===== config.mk =====
export PLATFORM = sky130hd
export DESIGN_NAME = dmem_store_buffer
export DESIGN_NICKNAME = d
export VERILOG_FILES = /design/src/rtl/dmem_store_buffer.sv
export SDC_FILE = /design/constraint.sdc
export NUM_CORES = 1
export LEC_CHECK = 0
export BUFFER_PORTS_ARGS = -buffer_cell sky130_fd_sc_hd__buf_2
export CORE_AREA = 8 8 160 162
export DETAILED_ROUTE_END_ITERATION = 8
export DIE_AREA = 0 0 168 170
export PLACE_DENSITY = 0.8
export SLEW_MARGIN = 5
export SYNTH_ARGS = -nofsm -noshare
export SYNTH_HDL_FRONTEND = slang
export SYNTH_SLANG_ARGS = --single-unit

===== constraint.sdc =====
create_clock -name clock -period 5.6 [get_ports clock]
set_clock_uncertainty 0.2 [all_clocks]
set_input_delay 0 -clock clock [delete_from_list [all_inputs] [get_ports clock]]
set_output_delay 0 -clock clock [all_outputs]
set_load 0.02 [all_outputs]

===== src/rtl/dmem_store_buffer.sv =====
// Posted-write store buffer between the processor DMEM port and dmem; stores drain in FIFO order when loads leave the port free.
// Optional store-to-load forwarding of full-word stores is enabled by defining STBUF_FWD_EN.
module dmem_store_buffer #(
  parameter int DEPTH = 4,
  parameter int AW    = 32
) (
  input  logic          clock,
  input  logic          reset,
  input  logic          st_valid,
  output logic          st_ready,
  input  logic [AW-1:0] st_addr,
  input  logic [31:0]   st_data,
  input  logic          st_byte,
  input  logic          st_half_word,
  input  logic          ld_valid,
  output logic          ld_ready,
  input  logic [AW-1:0] ld_addr,
  input  logic          ld_byte,
  input  logic          ld_half_word,
  input  logic          ld_sign_extend,
  output logic [31:0]   ld_data,
  output logic          empty,
  output logic [AW-1:0] addr_to_mem,
  output logic [31:0]   data_to_mem,
  output logic          write_enable_to_mem,
  output logic          byte_to_mem,
  output logic          half_word_to_mem,
  output logic          sign_extend_to_mem,
  input  logic [31:0]   data_from_mem
);

  localparam int PW = $clog2(DEPTH);
  localparam int CW = PW + 1;

  logic [AW-1:0]    ent_addr_q [DEPTH];
  logic [AW-1:0]    ent_addr_d [DEPTH];
  logic [31:0]      ent_data_q [DEPTH];
  logic [31:0]      ent_data_d [DEPTH];
  logic [DEPTH-1:0] ent_byte_q, ent_byte_d;
  logic [DEPTH-1:0] ent_half_q, ent_half_d;

  logic [PW-1:0] head_q, head_d;
  logic [PW-1:0] tail_q, tail_d;
  logic [CW-1:0] count_q, count_d;

  logic [DEPTH-1:0] ent_vld;
  logic [DEPTH-1:0] match;
  logic             hazard;
  logic             push;
  logic             drain;

`ifdef STBUF_FWD_EN
  logic [PW-1:0] idx;
  logic [PW-1:0] fwd_idx;
  logic          fwd_found;
  logic          fwd_ok;
`endif

  assign st_ready = (count_q != CW'(DEPTH));
  assign empty    = (count_q == '0);
  assign push     = st_valid && st_ready;

  // An entry is live when its distance from head is below the occupancy.
  always_comb begin
    ent_vld = '0;
    match   = '0;
    for (int i = 0; i < DEPTH; i++) begin
      ent_vld[i] = (CW'(PW'(PW'(i) - head_q)) < count_q);
      match[i]   = ent_vld[i] && (ent_addr_q[i][AW-1:2] == ld_addr[AW-1:2]);
    end
    hazard = ld_valid && (match != '0);
  end

`ifdef STBUF_FWD_EN
  // Walk oldest to youngest so the last hit is the youngest matching store.
  always_comb begin
    idx       = head_q;
    fwd_idx   = head_q;
    fwd_found = 1'b0;
    for (int k = 0; k < DEPTH; k++) begin
      idx = head_q + PW'(k);
      if (match[idx]) begin
        fwd_found = 1'b1;
        fwd_idx   = idx;
      end
    end
    fwd_ok = fwd_found && !ent_byte_q[fwd_idx] && !ent_half_q[fwd_idx] &&
             (ent_addr_q[fwd_idx][1:0] == 2'b00) && !ld_byte && !ld_half_word;
  end
`endif

  // Port arbitration: a non-hazarding load owns the port, otherwise the head drains.
  always_comb begin
    addr_to_mem         = '0;
    data_to_mem         = '0;
    write_enable_to_mem = 1'b0;
    byte_to_mem         = 1'b0;
    half_word_to_mem    = 1'b0;
    sign_extend_to_mem  = 1'b0;
    ld_ready            = 1'b0;
    ld_data             = '0;
    drain               = 1'b0;
    if (ld_valid && !hazard) begin
      addr_to_mem        = ld_addr;
      byte_to_mem        = ld_byte;
      half_word_to_mem   = ld_half_word;
      sign_extend_to_mem = ld_sign_extend;
      ld_ready           = 1'b1;
      ld_data            = data_from_mem;
    end else if (count_q != '0) begin
      drain               = 1'b1;
      addr_to_mem         = ent_addr_q[head_q];
      data_to_mem         = ent_data_q[head_q];
      write_enable_to_mem = 1'b1;
      byte_to_mem         = ent_byte_q[head_q];
      half_word_to_mem    = ent_half_q[head_q];
`ifdef STBUF_FWD_EN
      if (hazard && fwd_ok) begin
        ld_ready = 1'b1;
        ld_data  = ent_data_q[fwd_idx];
      end
`endif
    end
  end

  always_comb begin
    for (int i = 0; i < DEPTH; i++) begin
      ent_addr_d[i] = ent_addr_q[i];
      ent_data_d[i] = ent_data_q[i];
    end
    ent_byte_d = ent_byte_q;
    ent_half_d = ent_half_q;
    if (push) begin
      ent_addr_d[tail_q] = st_addr;
      ent_data_d[tail_q] = st_data;
      ent_byte_d[tail_q] = st_byte;
      ent_half_d[tail_q] = st_half_word && !st_byte;
    end
    head_d = drain ? head_q + PW'(1) : head_q;
    tail_d = push  ? tail_q + PW'(1) : tail_q;
    case ({push, drain})
      2'b10:   count_d = count_q + CW'(1);
      2'b01:   count_d = count_q - CW'(1);
      default: count_d = count_q;
    endcase
  end

  always_ff @(posedge clock or negedge reset) begin
    if (!reset) begin
      head_q  <= '0;
      tail_q  <= '0;
      count_q <= '0;
    end else begin
      head_q  <= head_d;
      tail_q  <= tail_d;
      count_q <= count_d;
    end
  end

  // Entry payload carries no reset; liveness comes from head/count alone.
  always_ff @(posedge clock) begin
    for (int i = 0; i < DEPTH; i++) begin
      ent_addr_q[i] <= ent_addr_d[i];
      ent_data_q[i] <= ent_data_d[i];
    end
    ent_byte_q <= ent_byte_d;
    ent_half_q <= ent_half_d;
  end

endmodule


==> results.toml <==
[outcome]
status = "finished clean"

[floorplan]
dieWidth_um = 168
die_area_um2 = 28600
fp.dieH_um = 170
core_um2 = 23100
initial_utilization_pct = 55.1
io_pins = 240
rows = 56

[power_and_ir_drop]
intPower_mw = 4.79
pwr-share-comb_pct = 33.2
p_sw_share_pct = 33.0
p_leak_nw = 6.02
powerDensity_nw_per_um2 = 458
pwr-share-seq_pct = 42.1
ir_drop_mv = 0.330
clock_power_share_pct = 24.6
power_mw = 7.14
switching_power_mw = 2.36

[grt]
grtUsageMet2_pct = 37.0
gr-usage-met1_pct = 26.0
grt_util_all_layers_pct = 21.1
first_global_vias = 8090
grt-ovfl-total = 0
antenna_found_initial = 2
busiest_layer = "met2"
grt_util_met3_pct = 5.10
grt_max_degree = 72
grt_first_pass_wirelength_um = 46200

[setup_path]
crit_chain = "xnor2_1 > inv_1 > ha_1 > a21oi_1 > and3_1 > nor4_4 > buf_4 > mux2i_1 > buf_2"
required_ns = 5.40
crit_arrival_ns = 3.94
cpMaxStageDelayCell = "dfrtp_4"
critPathBufInv = 3
path_max_fanout = 71
worstSetupStartpointType = "flop"
cp_top_family = "flip-flops"
setup.worst_path.end_class = "output pin"
worst_path_largest_cell_delay_ns = 1.12
crit_type = "reg -> out"

[detailed_routing]
drc = 0
drtPass1Iterations = 5
via_count = 7606
dr.first_iter.drc_count = 522
routed_wl_um = 30400
antenna_left = 0
viasPerCell = 5.51
post_drt_wl_per_cell_um = 22.0

[finish]
multi_input_area_um2 = 4140
layout-drive-gt1-share_pct = 32.9
seq_area_um2 = 8110
syn_to_final_growth_pct = 23.0
fillers = 1563
nets = 1216

[synthesis]
ys_seq_elements = 271
synth.distinct_cells = 34
syn-cell-area_um2 = 12700
ys_seq_area_share_pct = 63.8
mappedNetlistNets = 930
synth_cells = 783
avgSynthCellArea_um2 = 16.2
yosysWarnings = 0

[sta]
worst_slack_ns = 1.46
tightestPinTransition_ns = 1.08
hold_violations = 0
relSlewSlack_pct = 28.2
fmax_mhz = 242
min_period_ns = 4.14
post-route-period-util_pct = 73.9
setup_tns_ns = 0
setup-violations-final = 0
rsz0062_at_grt = "false"
slew_viol_final = 0

[cts]
cts-htree-levels = 1
cts_tree = "done"
cts_inserted_buffers = 26
cts_resized = 0
path_clk_slew_ns = 0.06
cts-root-buf = "clkbuf_16"
cts_sinks = 271
clkLatencyLatePin_ns = 0.53
ctsLongestPathBuffers = 3

[placed_design]
gp_congestion = 0.862
pre_cts_ws_ns = 1.62
dp_hpwl_um = 19800
portBuffers = 239

[flow_run]
drv_cap = 0

[hold_path]
hp-class = "in -> reg"
==> flip-flops by register name (all words and copies together) (netlist names) <==
name,count
ent_addr_q,128
ent_data_q,128
ent_byte_q,4
ent_half_q,4
count_q,3
head_q,2
tail_q,2
==> kinds of logic (layout without fill, tap and decap cells) <==
group                    Yosys count  count (layout)  share of synthesized area, %
AO/OA/AOI/OAI                     16              16                          1.27
XOR/XNOR                         126             126                          8.70
adder cells (fa/ha/maj)           10              10                          1.05
buffers and inverters            106             411                          3.82
flip-flops                       271             271                          63.8
multiplexers                     100             100                          14.4
other                              0               2                             0
AND/OR/NAND/NOR                  154             154                          6.93
==> metrics by stage <==
step	util [%]	hold WS, ns	cell area [µm²]	cells
floorplan	-	-0.496	12700	783
global placement	60.8	-0.353	14000	1258
detailed placement	60.8	-0.355	14000	1258
CTS	67.7	0.000897	15600	1378
global route	67.7	0.0119	15600	1380
finish	67.7	0.0200	15600	1380
==> area by class of cell <==
cell class	instances	share of cell area [%]
clock buffer	34	4.36
clock inverter	13	1.13
tap	290	2.32
antenna	2	0.0321
timing repair buffer	317	12.6
multi-input combinational	406	26.5
sequential	271	52.0
inverter	47	1.13
==> layer usage <==
layer	share of wire, %	vias up
met1	40	3764
met4	1.8	0
met2	50	332
met3	8.4	40
li1	-	3470
met5	0	-
==> cells in the mapped netlist, drive strengths merged <==
cell type,count,share of area [%]
o311ai,1,0.069
nor2,1,0.030
nand2,37,1.1
o31ai,1,0.099
a21oi,6,0.27
fa,1,0.16
o21ai,3,0.12
nand3,9,0.35
clkbuf,19,0.56
dfrtp,7,1.4
a2111o,1,0.089
mux2i,34,2.7
nand4,10,0.49
nor3,4,0.16
nor2b,33,1.6
o221ai,1,0.069
and2,34,1.7
buf,40,1.9
mux4,66,12
nor4,20,1.2
ha,9,0.89
and3,5,0.25
inv,47,1.4
xnor2,38,2.6
xor2,88,6.1
o41ai,1,0.13
a2111oi,2,0.43
or3,1,0.049
edfxtp,264,62
==> worst reg2reg max path: cells and delay by family, from the launching register on <==
kind,cells,cell delay (ns)
and+or+nand+nor,2,0.42
DFF,1,1.12
buffers and inverters,3,0.25
AOI/OAI and AO/OA,3,0.63
adders and majority gates,3,0.78
xor gates and xnor gates,3,0.55
==> cell usage in the layout, fill, tap and decap left out, types with 8 or more instances in the layout <==
cell type,netlist,layout
and2_1,34,34
buf_2,33,239
clkbuf_1,19,8
clkbuf_16,0,26
dlygate4sd3_1,0,73
edfxtp_1,264,264
ha_1,9,9
inv_1,47,47
mux2i_1,34,34
mux4_2,66,66
nand2_1,37,37
nand3_1,9,9
nand4_1,10,10
nor2b_1,33,33
nor4_1,17,17
xnor2_1,38,38
xor2_1,88,88
==> power by group through the flow <==
stage / Sequential [mW] / Clock, mW / Combinational, mW
2_1_floorplan: 2.84 / 0 / 1.80
3_3_place_gp: 3.04 / 0 / 2.33
3_5_place_dp: 3.06 / 0 / 2.34
4_1_cts: 3.02 / 1.78 / 2.41
5_1_grt: 3.06 / 1.87 / 2.55
6_report: 3.01 / 1.76 / 2.37
==> final timing paths <==
check	start	endpoint	slack (ns)	cells after the start
worst max-delay path	head_q[1]	addr_to_mem[8]	1.46	9
worst min-delay path	st_data[7]	ent_data_q[1][7]	0.02	2
worst max register to register	head_q[1]	count_q[2]	1.58	14
worst min register to register	count_q[1]	count_q[1]	0.29	2
max in group asynchronous	reset	head_q[1]	4.66	3
min in group asynchronous	reset	tail_q[0]	0.26	3
==> what timing repair did <==
action / 4_1_cts / 5_1_grt
hold endpoints to repair: 276 / 0
setup buffers: 0 / 0
setup endpoints to repair: 0 / 0
hold buffers: 73 / 0
Note: power is estimated with default switching activity, not from simulation.
